$ cat config.mk
export PLATFORM = sky130hd
export DESIGN_NAME = unit_bus_port_flat
export DESIGN_NICKNAME = d
export VERILOG_FILES = /design/src/rtl/unit_bus_port_if.sv /design/src/rtl/unit_bus_port.sv /design/src/flat_wrapper.sv
export SDC_FILE = /design/constraint.sdc
export NUM_CORES = 1
export LEC_CHECK = 0
export ABC_AREA = 1
export CAP_MARGIN = 10
export CORE_ASPECT_RATIO = 0.8
export CORE_MARGIN = 2
export CORE_UTILIZATION = 45
export DETAILED_ROUTE_END_ITERATION = 16
export GPL_TIMING_DRIVEN = 0
export PLACE_DENSITY_LB_ADDON = 0.12
export SLEW_MARGIN = 20
export SYNTH_ARGS = -nofsm -noshare
export SYNTH_HDL_FRONTEND = slang
export SYNTH_SLANG_ARGS = --single-unit
export TNS_END_PERCENT = 5
$ cat constraint.sdc
create_clock -name i_clk -period 4.6 [get_ports i_clk]
set_input_delay 0.92 -clock i_clk [delete_from_list [all_inputs] [get_ports i_clk]]
set_output_delay 0.92 -clock i_clk [all_outputs]
set_load 0.005 [all_outputs]
$ cat src/rtl/unit_bus_port_if.sv
// Signal bundle between the Argon master bus, unit_bus_port and its attached unit.
// The slave modport is the port block's view; master is the surrounding environment.
interface unit_bus_port_if #(
    parameter int DATA_WIDTH  = 16,
    parameter int CMD_WIDTH   = 4,
    parameter int WFIFO_DEPTH = 4
);
    localparam int COUNT_WIDTH = $clog2(WFIFO_DEPTH + 1);

    logic                   m_wvalid;
    logic [3:0]             m_write_id;
    logic [CMD_WIDTH-1:0]   m_write_cmd;
    logic [DATA_WIDTH-1:0]  m_wdata;
    logic                   m_wready;

    logic                   m_rreq;
    logic [3:0]             m_read_id;
    logic [CMD_WIDTH-1:0]   m_read_cmd;
    logic                   m_rready;
    logic                   m_rvalid;
    logic [DATA_WIDTH-1:0]  m_rdata;
    logic                   m_rerr;
    logic                   m_rack;

    logic                   u_valid;
    logic [CMD_WIDTH-1:0]   u_command;
    logic [DATA_WIDTH-1:0]  u_data;
    logic                   u_ready;
    logic                   u_rreq;
    logic [CMD_WIDTH-1:0]   u_read_cmd;
    logic                   u_rvalid;
    logic [DATA_WIDTH-1:0]  u_rdata;

    logic [COUNT_WIDTH-1:0] wcount;

    modport slave (
        input  m_wvalid, m_write_id, m_write_cmd, m_wdata,
        output m_wready,
        input  m_rreq, m_read_id, m_read_cmd, m_rack,
        output m_rready, m_rvalid, m_rdata, m_rerr,
        output u_valid, u_command, u_data, u_rreq, u_read_cmd,
        input  u_ready, u_rvalid, u_rdata,
        output wcount
    );

    modport master (
        output m_wvalid, m_write_id, m_write_cmd, m_wdata,
        input  m_wready,
        output m_rreq, m_read_id, m_read_cmd, m_rack,
        input  m_rready, m_rvalid, m_rdata, m_rerr,
        input  u_valid, u_command, u_data, u_rreq, u_read_cmd,
        output u_ready, u_rvalid, u_rdata,
        input  wcount
    );
endinterface

$ cat src/rtl/unit_bus_port.sv
// Registered bus port for one unit: ID-decoded write FIFO toward the unit and a
// timed request/response read sequencer that only starts once all writes have drained.
module unit_bus_port #(
    parameter logic [3:0] UNIT_ID      = 4'h1,
    parameter int         DATA_WIDTH   = 16,
    parameter int         CMD_WIDTH    = 4,
    parameter int         WFIFO_DEPTH  = 4,
    parameter int         READ_TIMEOUT = 15
) (
    input logic            i_clk,
    input logic            i_reset,
    unit_bus_port_if.slave bus
);
    localparam int AW = $clog2(WFIFO_DEPTH);
    localparam int CW = $clog2(WFIFO_DEPTH + 1);
    localparam int TW = $clog2(READ_TIMEOUT + 1);
    localparam logic [CW-1:0] DEPTH_COUNT = CW'(WFIFO_DEPTH);
    localparam logic [TW-1:0] TIMER_LAST  = TW'(READ_TIMEOUT - 1);

    localparam logic [1:0] ST_IDLE = 2'd0;
    localparam logic [1:0] ST_WAIT = 2'd1;
    localparam logic [1:0] ST_HOLD = 2'd2;

    logic [CMD_WIDTH-1:0]  cmd_mem  [WFIFO_DEPTH];
    logic [DATA_WIDTH-1:0] data_mem [WFIFO_DEPTH];
    logic [AW-1:0]         wr_ptr;
    logic [AW-1:0]         rd_ptr;
    logic [CW-1:0]         count;

    logic [1:0]            state;
    logic [TW-1:0]         timer;
    logic                  rvalid;
    logic                  rerr;
    logic [DATA_WIDTH-1:0] rdata;
    logic                  u_rreq;
    logic [CMD_WIDTH-1:0]  read_cmd;

    logic                  fifo_empty;
    logic                  fifo_not_full;
    logic                  read_ready;
    logic                  push;
    logic                  pop;
    logic                  read_accept;

    assign fifo_empty    = (count == '0);
    assign fifo_not_full = (count < DEPTH_COUNT);
    assign read_ready    = (state == ST_IDLE) && fifo_empty;

    // A full FIFO refuses the push even when the head leaves in the same cycle.
    assign push        = bus.m_wvalid && (bus.m_write_id == UNIT_ID) && fifo_not_full;
    assign pop         = !fifo_empty && bus.u_ready;
    assign read_accept = bus.m_rreq && (bus.m_read_id == UNIT_ID) && read_ready;

    assign bus.m_wready   = fifo_not_full;
    assign bus.u_valid    = !fifo_empty;
    assign bus.u_command  = cmd_mem[rd_ptr];
    assign bus.u_data     = data_mem[rd_ptr];
    assign bus.wcount     = count;
    assign bus.m_rready   = read_ready;
    assign bus.m_rvalid   = rvalid;
    assign bus.m_rerr     = rerr;
    assign bus.m_rdata    = rdata;
    assign bus.u_rreq     = u_rreq;
    assign bus.u_read_cmd = read_cmd;

    // Storage needs no reset: contents are only visible through u_valid.
    always_ff @(posedge i_clk) begin
        if (push) begin
            cmd_mem[wr_ptr]  <= bus.m_write_cmd;
            data_mem[wr_ptr] <= bus.m_wdata;
        end
    end

    always_ff @(posedge i_clk) begin
        if (i_reset) begin
            wr_ptr <= '0;
            rd_ptr <= '0;
            count  <= '0;
        end else begin
            if (push) begin
                wr_ptr <= wr_ptr + AW'(1);
            end
            if (pop) begin
                rd_ptr <= rd_ptr + AW'(1);
            end
            case ({push, pop})
                2'b10:   count <= count + CW'(1);
                2'b01:   count <= count - CW'(1);
                default: count <= count;
            endcase
        end
    end

    // Read sequencer; a unit response on the timeout cycle takes priority over the error.
    always_ff @(posedge i_clk) begin
        if (i_reset) begin
            state    <= ST_IDLE;
            timer    <= '0;
            rvalid   <= 1'b0;
            rerr     <= 1'b0;
            rdata    <= '0;
            u_rreq   <= 1'b0;
            read_cmd <= '0;
        end else begin
            u_rreq <= 1'b0;
            case (state)
                ST_IDLE: begin
                    if (read_accept) begin
                        read_cmd <= bus.m_read_cmd;
                        u_rreq   <= 1'b1;
                        timer    <= '0;
                        state    <= ST_WAIT;
                    end
                end
                ST_WAIT: begin
                    if (bus.u_rvalid) begin
                        rdata  <= bus.u_rdata;
                        rvalid <= 1'b1;
                        rerr   <= 1'b0;
                        state  <= ST_HOLD;
                    end else if (timer == TIMER_LAST) begin
                        rdata  <= '0;
                        rvalid <= 1'b1;
                        rerr   <= 1'b1;
                        state  <= ST_HOLD;
                    end else begin
                        timer <= timer + TW'(1);
                    end
                end
                ST_HOLD: begin
                    if (bus.m_rack) begin
                        rvalid <= 1'b0;
                        rerr   <= 1'b0;
                        state  <= ST_IDLE;
                    end
                end
                default: begin
                    state <= ST_IDLE;
                end
            endcase
        end
    end
endmodule
$ cat src/flat_wrapper.sv
// flat-port wrapper written by rule: the top's interface ports become plain ports
module unit_bus_port_flat 
#(
    parameter logic [3:0] UNIT_ID      = 4'h1,
    parameter int         DATA_WIDTH   = 16,
    parameter int         CMD_WIDTH    = 4,
    parameter int         WFIFO_DEPTH  = 4,
    parameter int         READ_TIMEOUT = 15
)
  (i_clk, i_reset, bus_m_wvalid, bus_m_write_id, bus_m_write_cmd, bus_m_wdata, bus_m_wready, bus_m_rreq, bus_m_read_id, bus_m_read_cmd, bus_m_rack, bus_m_rready, bus_m_rvalid, bus_m_rdata, bus_m_rerr, bus_u_valid, bus_u_command, bus_u_data, bus_u_rreq, bus_u_read_cmd, bus_u_ready, bus_u_rvalid, bus_u_rdata, bus_wcount);
  unit_bus_port_if #(.DATA_WIDTH(DATA_WIDTH), .CMD_WIDTH(CMD_WIDTH), .WFIFO_DEPTH(WFIFO_DEPTH)) bus_i ();
  input logic i_clk;
  input logic i_reset;
  input wire logic [$bits(bus_i.m_wvalid)-1:0] bus_m_wvalid;
  input wire logic [$bits(bus_i.m_write_id)-1:0] bus_m_write_id;
  input wire logic [$bits(bus_i.m_write_cmd)-1:0] bus_m_write_cmd;
  input wire logic [$bits(bus_i.m_wdata)-1:0] bus_m_wdata;
  output wire logic [$bits(bus_i.m_wready)-1:0] bus_m_wready;
  input wire logic [$bits(bus_i.m_rreq)-1:0] bus_m_rreq;
  input wire logic [$bits(bus_i.m_read_id)-1:0] bus_m_read_id;
  input wire logic [$bits(bus_i.m_read_cmd)-1:0] bus_m_read_cmd;
  input wire logic [$bits(bus_i.m_rack)-1:0] bus_m_rack;
  output wire logic [$bits(bus_i.m_rready)-1:0] bus_m_rready;
  output wire logic [$bits(bus_i.m_rvalid)-1:0] bus_m_rvalid;
  output wire logic [$bits(bus_i.m_rdata)-1:0] bus_m_rdata;
  output wire logic [$bits(bus_i.m_rerr)-1:0] bus_m_rerr;
  output wire logic [$bits(bus_i.u_valid)-1:0] bus_u_valid;
  output wire logic [$bits(bus_i.u_command)-1:0] bus_u_command;
  output wire logic [$bits(bus_i.u_data)-1:0] bus_u_data;
  output wire logic [$bits(bus_i.u_rreq)-1:0] bus_u_rreq;
  output wire logic [$bits(bus_i.u_read_cmd)-1:0] bus_u_read_cmd;
  input wire logic [$bits(bus_i.u_ready)-1:0] bus_u_ready;
  input wire logic [$bits(bus_i.u_rvalid)-1:0] bus_u_rvalid;
  input wire logic [$bits(bus_i.u_rdata)-1:0] bus_u_rdata;
  output wire logic [$bits(bus_i.wcount)-1:0] bus_wcount;
  assign bus_i.m_wvalid = bus_m_wvalid;
  assign bus_i.m_write_id = bus_m_write_id;
  assign bus_i.m_write_cmd = bus_m_write_cmd;
  assign bus_i.m_wdata = bus_m_wdata;
  assign bus_m_wready = bus_i.m_wready;
  assign bus_i.m_rreq = bus_m_rreq;
  assign bus_i.m_read_id = bus_m_read_id;
  assign bus_i.m_read_cmd = bus_m_read_cmd;
  assign bus_i.m_rack = bus_m_rack;
  assign bus_m_rready = bus_i.m_rready;
  assign bus_m_rvalid = bus_i.m_rvalid;
  assign bus_m_rdata = bus_i.m_rdata;
  assign bus_m_rerr = bus_i.m_rerr;
  assign bus_u_valid = bus_i.u_valid;
  assign bus_u_command = bus_i.u_command;
  assign bus_u_data = bus_i.u_data;
  assign bus_u_rreq = bus_i.u_rreq;
  assign bus_u_read_cmd = bus_i.u_read_cmd;
  assign bus_i.u_ready = bus_u_ready;
  assign bus_i.u_rvalid = bus_u_rvalid;
  assign bus_i.u_rdata = bus_u_rdata;
  assign bus_wcount = bus_i.wcount;
  unit_bus_port #(.UNIT_ID(UNIT_ID), .DATA_WIDTH(DATA_WIDTH), .CMD_WIDTH(CMD_WIDTH), .WFIFO_DEPTH(WFIFO_DEPTH), .READ_TIMEOUT(READ_TIMEOUT)) u_core (.i_clk(i_clk), .i_reset(i_reset), .bus(bus_i));
endmodule
==> results.txt, run 1 <==
----------------------------------------------------
[Outcome]
  Run status ... finished, final reports clean

[Synth]
  Count of flip-flops with a built-in enable after synthesis ... 80
  Cell types occupying the most area after synthesis ... edfxtp_1, dfxtp_1, o21ai_0
  Flip-flop and latch count after synthesis ... 118
  Number of nets produced by synthesis ... 465
  Cell count after synthesis ... 402
  Number of warnings issued by yosys ... 0
  Fraction of registers with async set or reset after synthesis ... 0
  Post-synthesis sequential area ratio ... 0.682
  Most used DFF post-synth ... edfxtp_1
  Post-Syn Area ... 0.00464 mm²
  Average instance area after synthesis ... 11.5 µm²
  Number of different library cells in the post-synthesis netlist ... 30
  Area fraction of the dominant cell type after synthesis ... 0.518
  Cell taking the most area after synthesis ... edfxtp_1

[Power and ir drop]
  Combinational power share ... 0.058
  Reported net switching power ... 0.000509 W
  Leakage ... 2.18 nW
  Part of the power in the clock network ... 0.486
  Switching Share ... 0.203
  Maximum ir drop on the vdd rail ... 277 µV
  Share of total power in sequential cells ... 0.456
  Internal power contribution ... 0.00200 W
  Cell area power density ... 390 mW/mm²

[Route]
  Total vias in the final route ... 3312
  WL final ... 10.2 mm
  Via count normalized by instance count ... 4.89
  DRT antenna net count ... 0
  DRC ... 0
  First-pass DRT Iterations ... 4
  Detailed router's first-iteration violation count ... 192
  WL per Instance ... 15.0 µm

[CTS]
  Setup Buffers After CTS ... 0
  Worst skew pair latency ... 410 ps
  Clk sink count ... 118
  CTS root buf ... clkbuf_16
  Post-cts gate resize count ... 0
  Maximum buffer depth of the clock tree ... 2
  H-tree lvl count ... 4
  CTS clk-pin slew, worst paths ... 50 ps
  Number of buffers inserted for hold repair after clock tree synthesis ... 0
  Number of CTS-inserted buffers ... 17
  Clock tree from TritonCTS ... yes

[Critical path]
  Critical path startpoint category ... register
  Cell with the largest stage delay on the worst path ... clkdlybuf4s50_1
  Depth of the critical timing path with buffers and inverters included ... 5
  Worst Reg2Reg Path Length in Cells ... 8
  Largest stage delay on the critical path ... 540 ps
  Worst setup path class ... reg2out
  Endpoint kind of the worst setup timing path ... output port
  Startpoint of the worst register-to-register path ... u_core.bus.wcount[2]
  Ordered cell list for the critical path ... inv_1, clkbuf_1, nor2_1, o22ai_1, clkdlybuf4s50_1
  Largest fanout on the critical path ... 10
  Kind of cell adding the most delay to the critical path ... buffers and inverters
  Worst path arrival time ... 2190 ps
  Count of buffering cells on the critical path with inverters included ... 3
  Data required, critical path ... 3680 ps

[Global route]
  Largest net degree at the start of global routing ... 21
  First-pass GRT wire length ... 16.3 mm
  Sum of overflow across all layers after global routing ... 0
  GRT Total Usage ... 0.193
  Vias in the first global route ... 3269
  Antenna violations before repair ... 0

[Floorplanning]
  Width of the chip ... 118 µm
  Die area ... 0.0111 mm²
  Core area ... 0.0102 mm²
  Die Height ... 94.8 µm
  Initial core utilization ... 0.457
  Io pins ... 104
  FP Rows ... 33

[Placed design]
  Half-perimeter wire length after detailed placement ... 6.62 mm
  Worst setup slack after placement ... 1520 ps
  Weighted congestion reported at the end of routability-driven placement ... 0.748
  Quantity of I/O buffers inserted on ports ... 102

[Worst hold path]
  Hold depth ... 2
  Origin of the worst min-delay path ... u_core.bus.m_rdata[4]
  Type of the most critical hold path ... reg2reg

[Layout]
  Sequential cell area ... 0.00316 mm²
  Layout cell share with drive strength beyond 1 ... 0.125
  Number of nets at the end of the flow ... 588
  Layout area overhead ... 38.5%
  Footprint of the multi-input gates ... 0.00132 mm²
  Number of fill cells in the layout ... 845
  Share of the core filled with cells ... 0.633
  Antenna diodes ... 0

[STA]
  Least-Margin Pin Slew ... 717 ps
  Upper clock frequency limit ... 0.322 GHz
  Hold violation total from the final report ... 0
  Fraction of the cycle the final worst path needs ... 0.676
  Hold_ws ... 463 ps
  Setup tns final ... 0 ps
  Number of max-slew violations in the final report ... 0
  Largest clock skew in the final design ... 5.75 ps
  Worst Slack Setup Final ... 1490 ps
  Final count of negative-setup-slack endpoints ... 0
  Minimum period implied by the final worst setup slack ... 3110 ps
  Unrepaired setup endpoints after global routing ... no
  Relative max-transition margin ... 0.521

[Run]
  Number of max-capacitance violations reported ... 0

----------------------------------------------------
[power groups by stage]
stage | combinational [W] | clock [W] | sequential, W
6_report | 0.000145 | 0.00122 | 0.00114
5_1_grt | 0.000159 | 0.00130 | 0.00114
4_1_cts | 0.000146 | 0.00124 | 0.00114
3_5_place_dp | 0.000146 | 0 | 0.00117
3_3_place_gp | 0.000143 | 0 | 0.00117
2_1_floorplan | 0.0000497 | 0 | 0.00117
[kinds of logic after synthesis]
logic type,synth area share
simple gates,0.128
flops,0.682
fa+ha+maj,0.0232
buf+inv,0.0388
compound gates,0.128
[layout by cell type, fill, tap and decap left out, drive strengths merged]
cell type / count
o22ai: 20
clkbuf: 31
nand3b: 1
clkinvlp: 3
fa: 1
inv: 22
a21oi: 31
a21boi: 1
bufinv: 2
o21bai: 1
clkinv: 7
nand3: 7
nand4: 2
edfxtp: 80
o21ai: 50
or2: 1
nor2: 68
buf: 8
dfxtp: 38
nand2: 53
clkdlybuf4s50: 102
a211oi: 1
ha: 7
[final cells by class]
type                            instances  share of cell area
Buffer                                 18              0.0148
Clock buffer                           19              0.0674
Clock inverter                         12              0.0175
Inverter                               22              0.0132
Multi-Input combinational cell        244               0.205
Sequential cell                       118               0.492
Tap cell                              140              0.0273
Timing Repair Buffer                  104               0.163
[path summary, 6_finish.rpt]
check | slack (ps) | endpoint
worst max-delay path | 1490 | bus_u_data[7]
worst min-delay path | 460 | u_core.bus.m_rdata[4]
worst max register to register | 2580 | u_core.bus.wcount[1]
worst min register to register | 460 | u_core.bus.m_rdata[4]
[cell usage after synthesis (2+ instances only)]
| library cell | instances |
|---|---|
| ha_1 | 7 |
| o22ai_1 | 20 |
| nor2_4 | 2 |
| nor2_1 | 64 |
| nand3_1 | 7 |
| edfxtp_1 | 80 |
| dfxtp_1 | 38 |
| nand4_1 | 2 |
| a21oi_2 | 9 |
| o21ai_0 | 50 |
| buf_2 | 3 |
| a21oi_1 | 22 |
| clkbuf_1 | 12 |
| nand2_1 | 40 |
| nand2_2 | 11 |
| nand2_4 | 2 |
| inv_1 | 20 |
[state kept, by name (all words and copies together), names as in the netlist, 3 cells and up, named ones only]
name / count
u_core.bus.u_read_cmd: 4
u_core.timer: 4
u_core.cmd_mem: 16
u_core.bus.m_rdata: 16
u_core.bus.wcount: 3
u_core.data_mem: 64
[layer usage]
layer	wire, µm	track usage
met4	65	0.0663
met2	4840	0.312
met5	0	0
met1	4590	0.244
met3	652	0.0688
[worst reg2reg max path, stage by stage (launching register included)]
cell     delay (ps)
dfxtp_1         320
nor2_1          100
nand4_1         420
ha_1            390
inv_1            90
fa_1            410
nor2_1          100
a21oi_1          50
nor2_1           80
[per-stage QoR]
| stage | power [W] | cells | area [µm²] |
|---|---|---|---|
| after floorplan | 0.00122 | 402 | 4640 |
| after global placement | 0.00131 | 644 | 5830 |
| after detailed placement | 0.00131 | 646 | 5880 |
| after CTS | 0.00253 | 677 | 6430 |
| after global routing | 0.00260 | 677 | 6430 |
| final | 0.00251 | 677 | 6430 |
(Power assumes the default switching activity.)
==> run 2: changes to the inputs <==
- clock period: 4.6 -> 3 ns (I/O delays scaled with it)
==> results of run 2 <==
The final DEF is identical to that of run 1. Status: finished, final reports clean.
Among the figures that moved: setup slack after placement 1520 ps -> 238 ps; setup slack after layout 1490 ps -> 212 ps; hold slack 463 ps -> 454 ps; register-to-register setup slack 2580 ps -> 980 ps; end point of the worst hold path u_core.bus.m_rdata[4] -> u_core.bus.m_rdata[2]; total power 0.00251 W -> 0.00385 W; worst IR drop on VDD 277 µV -> 424 µV
==> run 3: changes to the inputs <==
- CORE_MARGIN: 2 -> not set
==> run 3 against run 2 <==
Total power down 2.2%. Utilization up 2.1 points. Non-clock buffer count rose by 1. Die area shrank 3.8%. Critical path depth unchanged. Cell count is 0.44% lower. Critical endpoint is now bus_u_data[5]. Largest cell class unchanged.
==> results.txt, run 3 (synthesized netlist as in run 1, its figures left out) <==
----------------------------------------------------
[Outcome]
  Run status ... finished, final reports clean

[Worst hold path]
  Type of the most critical hold path ... reg2reg

[Route]
  DRT antenna net count ... 0
  Detailed router's first-iteration violation count ... 152
  Total vias in the final route ... 3373
  WL per Instance ... 15.3 µm
  Via count normalized by instance count ... 5.00
  WL final ... 10.3 mm
  DRC ... 0
  First-pass DRT Iterations ... 5

[CTS]
  Clock tree from TritonCTS ... yes
  Maximum buffer depth of the clock tree ... 2
  Clk sink count ... 118
  Number of buffers inserted for hold repair after clock tree synthesis ... 0
  CTS clk-pin slew, worst paths ... 50 ps
  Setup Buffers After CTS ... 0
  Number of CTS-inserted buffers ... 17
  Post-cts gate resize count ... 0
  CTS root buf ... clkbuf_16
  Worst skew pair latency ... 400 ps
  H-tree lvl count ... 4

[STA]
  Number of max-slew violations in the final report ... 0
  Hold_ws ... 460 ps
  Fraction of the cycle the final worst path needs ... 0.939
  Largest clock skew in the final design ... 9.26 ps
  Relative max-transition margin ... 0.516
  Setup tns final ... 0 ps
  Least-Margin Pin Slew ... 724 ps
  Final count of negative-setup-slack endpoints ... 0
  Unrepaired setup endpoints after global routing ... no
  Minimum period implied by the final worst setup slack ... 2820 ps
  Upper clock frequency limit ... 0.355 GHz
  Hold violation total from the final report ... 0

[Floorplanning]
  Die area ... 0.0107 mm²
  Core area ... 0.00981 mm²
  FP Rows ... 32
  Width of the chip ... 116 µm
  Initial core utilization ... 0.473
  Die Height ... 92.8 µm
  Io pins ... 104

[Layout]
  Layout cell share with drive strength beyond 1 ... 0.125
  Final Cell Area ... 0.00641 mm²
  Layout area overhead ... 38.1%
  Layout Cells excl Fill ... 674
  Antenna diodes ... 0
  Highest-count cells in the layout ignoring fill and taps ... clkdlybuf4s50_1, edfxtp_1, nor2_1, o21ai_0, nand2_1
  Flip-flop count of the largest register, all copies and words added ... 64
  Number of nets at the end of the flow ... 589
  Share of the core filled with cells ... 0.653
  Largest register by flop count ... u_core.data_mem
  Most frequent standard cell in the layout excluding fill and tap cells ... clkdlybuf4s50_1

[Global route]
  Met3 usage in global routing ... 0.0661
  GRT Total Usage ... 0.207
  Global Route met2 Usage ... 0.324
  Antenna violations before repair ... 0
  Largest net degree at the start of global routing ... 21
  Global-route layer with the greatest usage ... met2
  Vias in the first global route ... 3244
  First-pass GRT wire length ... 16.3 mm
  Met1 track demand over resource in global routing ... 0.271
  Sum of overflow across all layers after global routing ... 0

[Placed design]
  Weighted congestion reported at the end of routability-driven placement ... 0.749
  Half-perimeter wire length after detailed placement ... 6.63 mm
  Quantity of I/O buffers inserted on ports ... 102
  Total placed instance area ... 0.00589 mm²
  Number of placed instances with taps included ... 643

[Critical path]
  Data required, critical path ... 2400 ps
  Critical path startpoint category ... register
  Worst path arrival time ... 2220 ps
  Endpoint kind of the worst setup timing path ... output port
  Worst setup path class ... reg2out
  Largest fanout on the critical path ... 10

[Power and ir drop]
  Cell area power density ... 587 mW/mm²
  Maximum ir drop on the vdd rail ... 478 µV
  Leakage ... 2.18 nW

[Run]
  Number of max-capacitance violations reported ... 0

----------------------------------------------------
-- run 3: cell count changes in the layout (fill, tap and decap cells not counted) --
cell	change
buf_6	+1
bufinv_16	-1
clkbuf_1	-1
clkinv_1	+2
clkinv_4	+1
clkinvlp_4	-1
-- run 3: layout make-up --
class | count | area (µm²)
flip-flops and latches | 118 | 3160
multi-input cells | 244 | 1320
inverters | 22 | 85.1
well taps | 136 | 170
plain buffers | 18 | 95.1
clock inverters | 13 | 91.3
clock buffers | 18 | 429
fillers | 777 | 3400
repair buffers | 105 | 1060
-- run 3: per-stage QoR --
stage	power, W	worst slack (ps)
4_1_cts	0.00380	184
3_5_place_dp	0.00201	218
2_1_floorplan	0.00186	741
3_3_place_gp	0.00201	-492
5_1_grt	0.00388	64.0
6_report	0.00376	183
-- run 3: worst max-delay path: stages, from the launching register on --
cell	delay (ps)
dfxtp_1	340
inv_1	120
clkbuf_1	480
nor2_1	120
o22ai_1	230
clkdlybuf4s50_1	530
-- run 3: layer usage --
layer  share of wire  vias up  wire length (µm)
met2            0.48      118              4940
li1                -     1655                 -
met4          0.0082        0                84
met1            0.45     1590              4590
met3           0.065       10               671
met5               0        -                 0
-- run 3: worst paths after layout --
path	startpoint	end	slack [ps]	cells past startpoint
max	register	bus_u_data[5]	180	5
min	u_core.rd_ptr[1]	u_core.rd_ptr[1]	460	2
max reg2reg	u_core.bus.wcount[2]	u_core.bus.wcount[1]	910	8
min reg2reg	u_core.rd_ptr[1]	u_core.rd_ptr[1]	460	2
-- run 3: where the power goes --
part / total [W] / internal (W) / switching [W]
Combinational: 0.000224 / 0.000123 / 0.000101
Clock: 0.00178 / 0.00111 / 0.000676
Sequential: 0.00176 / 0.00175 / 0.00000715
Total: 0.00376 / 0.00298 / 0.000784
==> edit 1, RTL diff (settings of run 3) <==
`DATA_WIDTH` is set to 16 in 3 places; all go to 18.
--- a/src/rtl/unit_bus_port_if.sv
+++ b/src/rtl/unit_bus_port_if.sv
@@ -1,7 +1,7 @@
 // Signal bundle between the Argon master bus, unit_bus_port and its attached unit.
 // The slave modport is the port block's view; master is the surrounding environment.
 interface unit_bus_port_if #(
-    parameter int DATA_WIDTH  = 16,
+    parameter int DATA_WIDTH  = 18,
     parameter int CMD_WIDTH   = 4,
     parameter int WFIFO_DEPTH = 4
 );
--- a/src/rtl/unit_bus_port.sv
+++ b/src/rtl/unit_bus_port.sv
@@ -2,7 +2,7 @@
 // timed request/response read sequencer that only starts once all writes have drained.
 module unit_bus_port #(
     parameter logic [3:0] UNIT_ID      = 4'h1,
-    parameter int         DATA_WIDTH   = 16,
+    parameter int         DATA_WIDTH   = 18,
     parameter int         CMD_WIDTH    = 4,
     parameter int         WFIFO_DEPTH  = 4,
     parameter int         READ_TIMEOUT = 15
--- a/src/flat_wrapper.sv
+++ b/src/flat_wrapper.sv
@@ -2,7 +2,7 @@
 module unit_bus_port_flat 
 #(
     parameter logic [3:0] UNIT_ID      = 4'h1,
-    parameter int         DATA_WIDTH   = 16,
+    parameter int         DATA_WIDTH   = 18,
     parameter int         CMD_WIDTH    = 4,
     parameter int         WFIFO_DEPTH  = 4,
     parameter int         READ_TIMEOUT = 15
Ports: changed (resized bus_m_rdata, bus_m_wdata, bus_u_data and bus_u_rdata); port bits go from 104 to 112. The function was not compared with the original's and may differ.
==> edit 1 against run 3 <==
Total power rose by 11%; worst setup slack worse by 4.8 ps; clock skew rose by 1.4 ps; global-route usage is 1.6 points lower; sequential cell count rose by 10; via count up 4.1%; area after synthesis is 7.7% higher; wire length is 1.6% higher; final area rose by 7.7%; critical endpoint is now bus_u_command[0]; highest routed layer unchanged.
==> edit 1: results <==
metrics = {
    "global_routing": {
        "grt_first_pass_wirelength_um": 16280,
        "grt_start_max_net_pins": 23,
        "global_route.usage.met2_pct": 32.03,
        "grt_pass1_vias": 3368,
    },
    "placement": {
        "post-place-ws_ps": 156.8,
        "hpwl_um": 6743,
        "place_area_sq_mm": 0.006305,
        "placed_cells_incl_taps": 682,
        "gp_congestion": 0.7761,
        "io_buffer_count": 110,
    },
    "route": {
        "m1WireLength_um": 4570,
        "detailroute.wirelength.met2_um": 5045,
        "vias_per_cell": 4.916,
        "met3_layer_wire_length_in_the_routed_design_um": 705,
    },
    "logic_synthesis": {
        "synthesized_area_divided_by_synthesized_cell_count_sq_um": 11.67,
        "synthAdderAreaFrac_pct": 2.155,
        "synthesis.nets": 495,
        "synth.yosys.seq_area_share_pct": 68.96,
        "parity_gate_share_of_the_synthesized_area_counting_xor_and_xnor_cells_pct": 0.1754,
        "synth-edff-count": 88,
        "yosys-top-cells-count": "sky130_fd_sc_hd__edfxtp_1 (88), sky130_fd_sc_hd__nor2_1 (68), sky130_fd_sc_hd__o21ai_0 (50)",
    },
    "cells_and_area": {
        "fin_nets": 624,
        "layout-drive-gt1-share_pct": 13.51,
        "fill_cells": 873,
    },
    "sta": {
        "skew_ps": 10.69,
        "max_slew_margin_pct": 48.68,
    },
    "outcome": {
        "result_of_the_run": "complete, no violations",
    },
    "power_and_ir_drop": {
        "leakage_power_figure_nw": 2.345,
        "vdd.ir_drop.worst_v": 0.0005157,
    },
    "hold_path": {
        "holdCritStartpoint": "u_core.bus.m_rdata[5]",
    },
    "worst_setup_path": {
        "cp_slowest_stage_delay_ps": 550,
        "timing.reg2reg.setup_slack_ps": 840,
    },
}
[edit 1: cell types whose count changed after synthesis, sizes merged, moves of 2 or more]
cell           run 3  this run
edfxtp            80        88
buf                6        11
nor2              68        72
o21ai             50        54
a21oi             31        33
clkbuf            12        10
dfxtp             38        40
inv               22        20
o22ai             20        22
[edit 1: kinds of logic after synthesis]
family / Yosys count
simple gates: 137
flops: 128
compound gates: 112
buf+inv: 42
fa+ha+maj: 8
xor+xnor: 1
[edit 1: worst max-delay path: cells and delay by family (launching register included)]
kind | cells | cell delay [ps]
AO/OA/AOI/OAI | 2 | 410
flip-flops | 1 | 350
buffers and inverters | 3 | 1070
[edit 1: how the worst max path moves through the flow]
stage / from / end / slack (ps) / cells after the start
final: flop / bus_u_command[0] / 180 / 5
after global routing: flop / bus_u_data[6] / 50 / 5
after CTS: flop / bus_u_data[6] / 140 / 5
after detailed placement: bus_m_write_id[3] / u_core.bus.wcount[2] / 160 / 10
after global placement: bus_m_write_id[3] / u_core.data_mem[3][0] / -600 / 4
after floorplan: bus_m_write_id[3] / u_core.cmd_mem[0][0] / 650 / 3
[edit 1: area by class of cell]
type | count | area (sq um) | area share (%)
clock inverter | 13 | 163.9 | 2.375
sequential | 128 | 3443 | 49.89
tap | 144 | 180.2 | 2.611
multi-input combinational | 258 | 1381 | 20.01
clock buffer | 19 | 432.9 | 6.273
inverter | 21 | 83.83 | 1.215
timing repair buffer | 110 | 1101 | 15.95
buffer | 21 | 115.1 | 1.668
[edit 1: power by group]
| part | switching (mW) | internal, mW |
|---|---|---|
| clock network | 0.721 | 1.31 |
| registers | 0.00624 | 1.90 |
| logic | 0.105 | 0.132 |
==> edit 2, RTL diff (config.mk and constraints of run 3) <==
Without the edit above. Make the reset (`i_reset`) asynchronous in 2 clocked blocks.
--- a/src/rtl/unit_bus_port.sv
+++ b/src/rtl/unit_bus_port.sv
@@ -71,7 +71,7 @@
         end
     end
 
-    always_ff @(posedge i_clk) begin
+    always_ff @(posedge i_clk or posedge i_reset) begin
         if (i_reset) begin
             wr_ptr <= '0;
             rd_ptr <= '0;
@@ -92,7 +92,7 @@
     end
 
     // Read sequencer; a unit response on the timeout cycle takes priority over the error.
-    always_ff @(posedge i_clk) begin
+    always_ff @(posedge i_clk or posedge i_reset) begin
         if (i_reset) begin
             state    <= ST_IDLE;
             timer    <= '0;
Behaviour: differs if i_reset is asserted again (counterexample within 4 cycles, from zero or initial values and one cycle with i_reset high); with i_reset held inactive, the same outputs for 4 cycles.
==> edit 2 against run 3 <==
Area after synthesis down 0.65%; global-route usage down 0.32 points; sequential cell count down 2; core utilization up 0.077 points; non-clock buffer count down 5; worst setup slack worse by 5.2 ps; final area up 0.12%; wire length down 6.8%.
Power is not compared: it rests on default switching activity, and its combinational part moved more than twofold at a synthesized area within 25%.
==> edit 2: results <==
metrics = {
    "outcome": {
        "result_of_the_run": "complete, no violations",
    },
    "placement": {
        "gp_congestion": 0.6831,
        "placed_cells_incl_taps": 621,
        "post-place-ws_ps": 329.4,
        "place_area_sq_mm": 0.005869,
        "hpwl_um": 6238,
        "io_buffer_count": 103,
    },
    "logic_synthesis": {
        "synth-edff-count": 80,
        "yosys-top-cells-area": "sky130_fd_sc_hd__edfxtp_1 (52%), sky130_fd_sc_hd__dfrtp_1 (20%), sky130_fd_sc_hd__nand2_1 (6.3%), sky130_fd_sc_hd__nor2_1 (4.4%), sky130_fd_sc_hd__o21ai_0 (2.8%)",
        "synthAdderAreaFrac_pct": 2.335,
        "parity_gate_share_of_the_synthesized_area_counting_xor_and_xnor_cells_pct": 1.140,
        "synth_compound_gate_area_share_pct": 7.847,
        "synthesis.nets": 443,
        "synth.distinct_cells": 28,
        "synth.yosys.seq_area_share_pct": 71.68,
        "asr_flop_ratio_synth_pct": 31.03,
        "yosys-top-cells-count": "sky130_fd_sc_hd__edfxtp_1 (80), sky130_fd_sc_hd__nand2_1 (77), sky130_fd_sc_hd__nor2_1 (54)",
        "post_synth_inst_count": 380,
    },
    "route": {
        "met3_layer_wire_length_in_the_routed_design_um": 554,
        "topRoutingLayerUsed": "met4",
        "detailroute.wirelength.met2_um": 4511,
        "detailedRoute.firstIterationViolations": 170,
        "avgRoutedWirePerCell_um": 14.71,
        "drt_first_pass_iters": 4,
        "m1WireLength_um": 4382,
        "detailroute.via_count": 3113,
    },
    "worst_setup_path": {
        "rr_worst_depth": 4,
        "critical_path.max_fanout": 14,
        "rr_endpoint": "u_core.data_mem[2][4]",
        "cp_slowest_stage_delay_ps": 560,
        "worst_setup_path_endpoint": "bus_u_data[4]",
        "timing.reg2reg.setup_slack_ps": 1030,
        "worstReg2RegStart": "u_core.bus.wcount[2]",
    },
    "clock_tree": {
        "ctsHtreeMaxLevel": 4,
    },
    "global_routing": {
        "grt.total_usage_pct": 20.38,
        "grt_first_pass_wirelength_um": 15680,
        "grt_start_max_net_pins": 32,
    },
    "cells_and_area": {
        "layout-drive-gt1-share_pct": 10.47,
        "finish.cell_count_without_fillers": 652,
        "fill_cells": 774,
        "fin_nets": 566,
    },
    "sta": {
        "final_min_period_over_clock_period_pct": 94.08,
        "skew_ps": 8.862,
        "max_slew.worst_pin.slew_ps": 723.2,
        "finalHoldWorstSlack_ps": 388.6,
    },
    "hold_path": {
        "hp-class": "in2async",
    },
    "power_and_ir_drop": {
        "p_comb_mw": 1.82,
        "power_consumption_mw": 5.721,
    },
}
## edit 2: cell types whose count changed in the layout (fill, tap and decap cells not counted), sizes merged, moves of 2 or more
cell | before | now
dfrtp | 0 | 36
dfxtp | 38 | 0
nand2 | 53 | 80
xor2 | 0 | 3
xnor2 | 0 | 3
clkbuf | 30 | 26
a21oi | 31 | 3
nor2 | 68 | 57
clkinv | 10 | 8
o21ai | 50 | 42
## edit 2: layout make-up
| type | count | area, sq um | area share, % |
|---|---|---|---|
| multi-input combinational | 227 | 1169 | 18.22 |
| buffer | 13 | 71.32 | 1.112 |
| sequential | 116 | 3303 | 51.49 |
| clock buffer | 19 | 432.9 | 6.749 |
| tap | 136 | 170.2 | 2.653 |
| clock inverter | 13 | 116.4 | 1.814 |
| timing repair buffer | 105 | 1066 | 16.62 |
| inverter | 23 | 86.33 | 1.346 |
## edit 2: per-layer routing
metal	global-route usage, %	vias to the layer above
li1	-	1552
met1	26.02	1477
met2	31.73	72
met3	7.264	12
met4	8.117	0
met5	0	-
